[src/rtl/fetch_unit.sv]
// fetch_unit: instruction fetch stage. Holds the PC, reads one word at a time
// from instruction memory over a req/ack handshake, buffers it as Instr for the
// controller/datapath and advances the PC when the instruction is consumed.
//
// Handshakes:
//   imem side : imem_req is a registered level, held in REQ_ST until a
//               one-cycle imem_ack strobe; imem_rdata is captured on that edge.
//   Instr side: instr_valid/instr_ready; a transfer (accept) happens on a rising
//               edge where both are 1. Instr and PC are stable while
//               instr_valid=1 and instr_ready=0. PCSrc/Result are sampled only
//               on accept.
//
// Optional feature, macro FETCH_TIMEOUT_EN: after TIMEOUT_CYCLES REQ_ST cycles
// without imem_ack, a NOP (MOV r0,r0) is delivered and fetch_err pulses once.
// Without the macro fetch_err is tied 0 and the unit waits forever for an ack.
module fetch_unit #(
  parameter logic [31:0] RESET_PC       = 32'h0000_0000,
  parameter int          TIMEOUT_CYCLES = 16
) (
  input  logic        clk,
  input  logic        reset,
  output logic        imem_req,
  output logic [31:0] imem_addr,
  input  logic [31:0] imem_rdata,
  input  logic        imem_ack,
  output logic [31:0] Instr,
  output logic        instr_valid,
  input  logic        instr_ready,
  input  logic        PCSrc,
  input  logic [31:0] Result,
  output logic [31:0] PC,
  output logic [31:0] PCPlus8,
  output logic        fetch_err
);

  localparam logic [31:0] RESET_PC_ALIGNED = {RESET_PC[31:2], 2'b00};
  localparam logic [31:0] NOP_INSTR        = 32'hE1A0_0000;

  typedef enum logic {
    REQ_ST  = 1'b0,
    HOLD_ST = 1'b1
  } state_e;

  state_e      state_q, state_d;
  logic [31:0] pc_q, pc_d;
  logic [31:0] instr_q, instr_d;
  logic        req_q, req_d;

`ifdef FETCH_TIMEOUT_EN
  localparam int CW = $clog2(TIMEOUT_CYCLES + 1);
  localparam logic [CW-1:0] CNT_LIMIT = CW'(TIMEOUT_CYCLES - 1);

  logic [CW-1:0] cnt_q, cnt_d;
  logic          err_q, err_d;
  logic          timeout_hit;

  // The timeout fires on the edge that ends the TIMEOUT_CYCLES-th REQ_ST cycle.
  assign timeout_hit = (state_q == REQ_ST) && !imem_ack && (cnt_q == CNT_LIMIT);
`endif

  // Next-state, PC update and buffered-instruction capture.
  always_comb begin
    state_d = state_q;
    pc_d    = pc_q;
    instr_d = instr_q;
    req_d   = 1'b0;
`ifdef FETCH_TIMEOUT_EN
    err_d   = 1'b0;
    cnt_d   = '0;
`endif
    case (state_q)
      REQ_ST: begin
        if (imem_ack) begin
          instr_d = imem_rdata;
          state_d = HOLD_ST;
        end
`ifdef FETCH_TIMEOUT_EN
        else if (timeout_hit) begin
          instr_d = NOP_INSTR;
          state_d = HOLD_ST;
          err_d   = 1'b1;
        end
`endif
      end
      HOLD_ST: begin
        if (instr_ready) begin
          pc_d    = PCSrc ? {Result[31:2], 2'b00} : pc_q + 32'd4;
          state_d = REQ_ST;
        end
      end
      default: state_d = REQ_ST;
    endcase
    // Request is a registered level: raised for every cycle spent in REQ_ST
    // after the entering edge, dropped on the edge that leaves REQ_ST.
    req_d = (state_d == REQ_ST);
`ifdef FETCH_TIMEOUT_EN
    // Counts consecutive REQ_ST cycles without ack; any state change clears it.
    if ((state_q == REQ_ST) && (state_d == REQ_ST)) begin
      cnt_d = cnt_q + CW'(1);
    end
`endif
  end

  // State, PC, request and instruction registers.
  always_ff @(posedge clk or negedge reset) begin
    if (!reset) begin
      state_q <= REQ_ST;
      pc_q    <= RESET_PC_ALIGNED;
      instr_q <= 32'h0;
      req_q   <= 1'b0;
    end else begin
      state_q <= state_d;
      pc_q    <= pc_d;
      instr_q <= instr_d;
      req_q   <= req_d;
    end
  end

`ifdef FETCH_TIMEOUT_EN
  // Timeout counter and the one-cycle error pulse.
  always_ff @(posedge clk or negedge reset) begin
    if (!reset) begin
      cnt_q <= '0;
      err_q <= 1'b0;
    end else begin
      cnt_q <= cnt_d;
      err_q <= err_d;
    end
  end

  assign fetch_err = err_q;

  logic unused_bits;
  assign unused_bits = ^Result[1:0];
`else
  assign fetch_err = 1'b0;

  logic unused_bits;
  assign unused_bits = ^{Result[1:0], (TIMEOUT_CYCLES > 0)};
`endif

  assign imem_req    = req_q;
  assign imem_addr   = pc_q;
  assign Instr       = instr_q;
  assign instr_valid = (state_q == HOLD_ST);
  assign PC          = pc_q;
  assign PCPlus8     = pc_q + 32'd8;

endmodule

[config.mk]
export PLATFORM = sky130hd
export DESIGN_NAME = fetch_unit
export DESIGN_NICKNAME = d
export VERILOG_FILES = /design/src/rtl/fetch_unit.sv
export SDC_FILE = /design/constraint.sdc
export NUM_CORES = 1
export LEC_CHECK = 0
export CAP_MARGIN = 20
export CORE_AREA = 2 2 108 110
export DETAILED_ROUTE_END_ITERATION = 16
export DIE_AREA = 0 0 110 112
export PLACE_DENSITY_LB_ADDON = 0.3
export SYNTH_ARGS = -nofsm -noshare
export SYNTH_HDL_FRONTEND = slang
export SYNTH_SLANG_ARGS = --single-unit
[constraint.sdc]
create_clock -name clk -period 2.2 [get_ports clk]
set_input_delay 0.44 -clock clk [delete_from_list [all_inputs] [get_ports clk]]
set_output_delay 0.44 -clock clk [all_outputs]
set_load 0.02 [all_outputs]
==> reports/results.md <==
| Group | Metric | Value |
| --- | --- | --- |
| power and ir drop | Cell area power density | 909 nW/um^2 |
| detailed routing | First-pass iteration count of the detailed router | 5 |
| placement | Detailed placement HPWL | 11300 microns |
| critical path | Worst setup SP type | flop |
| die | Initial core utilization | 0.375 |
| timing | Worst slew margin relative to its limit | 0.440 |
| run status | Failing checks | setup timing |
| synthesis | Avg Inst Size Synth | 9.39 sq um |
| cts | Bufs on Longest Clock Path | 2 |
| placement | Routability Congestion | 0.871 |
| placement | Setup slack at placement | -389 ps |
| power and ir drop | Combinational Power Share | 0.538 |
| synthesis | Fraction of the yosys area taken by sequential cells | 0.382 |
| power and ir drop | Clock network fraction of design power | 0.212 |
| flow run | Number of maximum-capacitance violations | 0 |
| die | Cell Rows | 39 |
| final layout | Commonest non-fill, non-tap cell in the layout | sky130_fd_sc_hd__clkdlybuf4s50_1 |
| die | Vert. Die Dim | 112 microns |
| die | IO Count | 200 |
| final layout | Nets@finish | 774 |
| synthesis | Top FF cell, synth | sky130_fd_sc_hd__dfrtp_1 |
| power and ir drop | Sequential share of power | 0.250 |
| critical path | Largest driver fanout on the critical path | 4 |
| global routing | Via count of the first global-routing pass | 4678 |
| cts | H-Tree Depth | 3 |
| critical path | Worst R2R Start | PC[3]$_DFFE_PN0P_ |
| detailed routing | Routed via count | 4622 |
| timing | Number of endpoints with negative hold slack in the final report | 0 |
| detailed routing | DRC errors left | 0 |
| timing | Share of the clock period used by the worst path | 1.07 |
| final layout | Filler instances | 870 |
| detailed routing | Drt wl/cell | 18.1 microns |
| cts | CTS tree | built |
| detailed routing | ANT nets after route | 0 |
| timing | Number of max-slew violations in the final report | 0 |
| cts | Clock latency on the worst-skew pair | 330 ps |
| timing | RSZ-0062 raised after global routing | true |
| timing | Worst-case clock skew | 6.86 ps |
| critical path | Register-to-register path setup slack | 170 ps |
| power and ir drop | Maximum vdd ir drop | 0.567 mV |
| detailed routing | 1st-iter DRT viols | 297 |
| hold path | Tightest Hold Check Type | primary input to asynchronous set/reset pin |
| die | Core region area | 11200 sq um |
| cts | Hold-fix buffers at CTS | 0 |
| synthesis | Netlist Area Pre-Place | 4190 sq um |
| power and ir drop | Static leakage | 3.16 nW |
| final layout | Area grow syn2layout | 78.4% |
| cts | Sinks on Clock Net | 64 |
| placement | Post-DP Area | 6750 sq um |
| final layout | Fraction of final layout cells with drive strength greater than 1 | 0.383 |
| placement | # port buffers | 190 |
| power and ir drop | Internal power summed over all cells | 4.15 mW |
| power and ir drop | Power spent charging and discharging nets | 2.64 mW |
| timing | Endpoints failing setup | 17 |
| cts | CTS Root Cell | sky130_fd_sc_hd__clkbuf_16 |
| critical path | Cell depth of the worst flop-to-flop path | 7 |
| timing | Tmin final | 2360 ps |
| timing | Setup ws final | -156 ps |
| cts | Reg clk slew, reported paths | 60 ps |
| critical path | Worst setup path startpoint | PC[10]$_DFFE_PN0P_ |
| synthesis | Distinct cell type count after synthesis | 61 |
| final layout | Final design utilization | 0.669 |
| final layout | Antenna diode count | 0 |
| final layout | Highest-count cells in the layout ignoring fill and taps | sky130_fd_sc_hd__clkdlybuf4s50_1 (161), sky130_fd_sc_hd__buf_4 (125), sky130_fd_sc_hd__dfrtp_1 (48) |
| global routing | Antenna violations before repair | 0 |
| power and ir drop | Sw Ratio | 0.389 |
| critical path | Classification of the worst setup path | flop to output pin |
| run status | Status | finished with violations |
| critical path | Required @ worst endpoint | 1760 ps |
| timing | Smallest hold slack | 212 ps |
| synthesis | Count of mapped cells out of synthesis | 446 |
| critical path | Crit path to | PCPlus8[24] |
| final layout | Area of all placed cells without fillers | 7470 sq um |
| synthesis | Yosys warning total | 0 |
| placement | Total placed cells including tap cells | 806 |
| timing | Transition time of the tightest slew-check pin | 841 ps |
| global routing | Aggregate global-route resource usage | 0.248 |
| synthesis | Count of flip-flops with a built-in enable after synthesis | 0 |
| die | Die area | 12300 sq um |
| detailed routing | Via-to-Cell Ratio | 5.43 |
| global routing | Remaining global-route overflow | 0 |
| die | Chip Width | 110 microns |
| critical path | Sort of element at the end of the critical path | output pin |
| cts | Num CTS Buffers | 9 |
| critical path | Reg-to-reg endpoint | PC[24]$_DFFE_PN0P_ |
| synthesis | Async SR Flop Fraction | 1.00 |
| global routing | Wire length of the first global-routing pass | 23900 microns |
| global routing | Largest net degree at the start of global routing | 38 |
| detailed routing | DRT Wirelength | 15400 microns |
| synthesis | Number of synthesized register bits | 64 |
| final layout | Final Non-Filler Cells | 851 |
| timing | Maximum clock rate | 0.424 GHz |
| critical path | Arrival time at the worst endpoint | 1920 ps |
[power by group through the flow]
| stage | registers (mW) | logic [mW] | clock network (mW) |
|---|---|---|---|
| final | 1.70 | 3.65 | 1.44 |
| after global routing | 1.73 | 3.87 | 1.53 |
| after CTS | 1.69 | 3.55 | 1.46 |
| after detailed placement | 1.71 | 3.48 | 0 |
| after global placement | 1.69 | 3.44 | 0 |
| after floorplan | 2.09 | 1.45 | 0 |
[what timing repair did]
item / 4_1_cts / 5_1_grt
setup endpoints to repair: 27 / 25
pin swaps: 17 / 17
resized for setup: 139 / 37
setup buffers: 22 / 10
[kinds of logic (layout without fill, tap and decap cells)]
group,after synthesis,in the layout,share of synthesized area
flops,64,64,0.382
buf+inv,81,337,0.112
xor+xnor,27,27,0.0565
simple gates,158,158,0.219
mux,33,33,0.0884
compound gates,80,80,0.135
other cells,1,7,0.000895
fa+ha+maj,2,2,0.00597
[sequential cells by signal (all words and copies together), names as in the netlist]
name / count
Instr: 32
imem_req: 1
PC: 30
instr_valid: 1
[metal layers]
metal | global-route usage | vias to the layer above | share of wire
met2 | 0.414 | 249 | 0.51
met3 | 0.0732 | 34 | 0.095
met4 | 0.0869 | 0 | 0.023
met1 | 0.301 | 2237 | 0.38
met5 | 0 | - | 0
li1 | - | 2102 | -
[synthesized netlist by cell type, types with 2 or more instances]
cell | instances | area (sq um)
sky130_fd_sc_hd__a22oi_1 | 2 | 15.0
sky130_fd_sc_hd__buf_2 | 9 | 45.0
sky130_fd_sc_hd__nand3_1 | 23 | 115
sky130_fd_sc_hd__nor2_1 | 24 | 90.1
sky130_fd_sc_hd__o311ai_1 | 2 | 17.5
sky130_fd_sc_hd__a21oi_1 | 17 | 85.1
sky130_fd_sc_hd__o21a_1 | 2 | 15.0
sky130_fd_sc_hd__nand3b_1 | 2 | 15.0
sky130_fd_sc_hd__nand2_1 | 23 | 86.3
sky130_fd_sc_hd__nor3_1 | 16 | 80.1
sky130_fd_sc_hd__buf_1 | 4 | 15.0
sky130_fd_sc_hd__and2_1 | 7 | 43.8
sky130_fd_sc_hd__nor4_4 | 2 | 42.5
sky130_fd_sc_hd__inv_1 | 10 | 37.5
sky130_fd_sc_hd__nor3_2 | 2 | 20.0
sky130_fd_sc_hd__o31ai_1 | 2 | 15.0
sky130_fd_sc_hd__a31oi_1 | 2 | 12.5
sky130_fd_sc_hd__ha_1 | 2 | 25.0
sky130_fd_sc_hd__o311ai_0 | 3 | 26.3
sky130_fd_sc_hd__a41oi_1 | 3 | 26.3
sky130_fd_sc_hd__mux2_2 | 32 | 360
sky130_fd_sc_hd__and3_1 | 15 | 93.8
sky130_fd_sc_hd__buf_4 | 39 | 293
sky130_fd_sc_hd__xor2_1 | 7 | 61.3
sky130_fd_sc_hd__or4_4 | 2 | 22.5
sky130_fd_sc_hd__dfrtp_1 | 64 | 1600
sky130_fd_sc_hd__nor4_1 | 8 | 50.1
sky130_fd_sc_hd__o22ai_1 | 2 | 12.5
sky130_fd_sc_hd__and4_1 | 5 | 43.8
sky130_fd_sc_hd__nand4_2 | 3 | 37.5
sky130_fd_sc_hd__a31o_2 | 2 | 17.5
sky130_fd_sc_hd__o2bb2ai_1 | 3 | 26.3
sky130_fd_sc_hd__or3_1 | 3 | 18.8
sky130_fd_sc_hd__nor2b_1 | 2 | 12.5
sky130_fd_sc_hd__nor3b_1 | 3 | 22.5
sky130_fd_sc_hd__a311o_1 | 3 | 30.0
sky130_fd_sc_hd__clkbuf_1 | 18 | 67.6
sky130_fd_sc_hd__o21ai_0 | 18 | 90.1
sky130_fd_sc_hd__a311oi_1 | 8 | 70.1
sky130_fd_sc_hd__nand4_1 | 12 | 75.1
sky130_fd_sc_hd__xnor2_1 | 20 | 175
[final cells by class]
type	instances	area, sq um	share of cell area
repair buffers	311	2830	0.378
multi-input cells	307	2510	0.336
flip-flops and latches	64	1620	0.217
clock buffers	10	229	0.0306
well taps	143	179	0.0239
clock inverters	6	70.1	0.00938
inverters	10	37.5	0.00502
[worst max-delay path: stages (launching register included)]
cell and delay (ps):
sky130_fd_sc_hd__dfrtp_2 400, sky130_fd_sc_hd__nand4_1 120, sky130_fd_sc_hd__or3_4 460, sky130_fd_sc_hd__buf_6 150
sky130_fd_sc_hd__nor3_4 180, sky130_fd_sc_hd__xor2_2 150, sky130_fd_sc_hd__buf_6 130
[how the worst min path moves through the flow]
stage / depth (start not counted) / slack [ps] / to / from
2_1_floorplan: 0 / 140 / Instr[0]$_DFFE_PN0P_ / reset
3_3_place_gp: 1 / 490 / Instr[30]$_DFFE_PN0P_ / Instr[30]$_DFFE_PN0P_
3_5_place_dp: 1 / 500 / Instr[25]$_DFFE_PN0P_ / Instr[25]$_DFFE_PN0P_
4_1_cts: 1 / 240 / Instr[12]$_DFFE_PN0P_ / reset
5_1_grt: 1 / 280 / Instr[12]$_DFFE_PN0P_ / reset
6_report: 1 / 210 / Instr[13]$_DFFE_PN0P_ / reset
[per-stage QoR]
stage	TNS, ps	total power, mW
after floorplan	-70.4	3.54
after detailed placement	-4730	5.19
after CTS	-705	6.71
final	-1230	6.79
after global routing	-2630	7.13
after global placement	-4020	5.13
(Power assumes the default switching activity.)
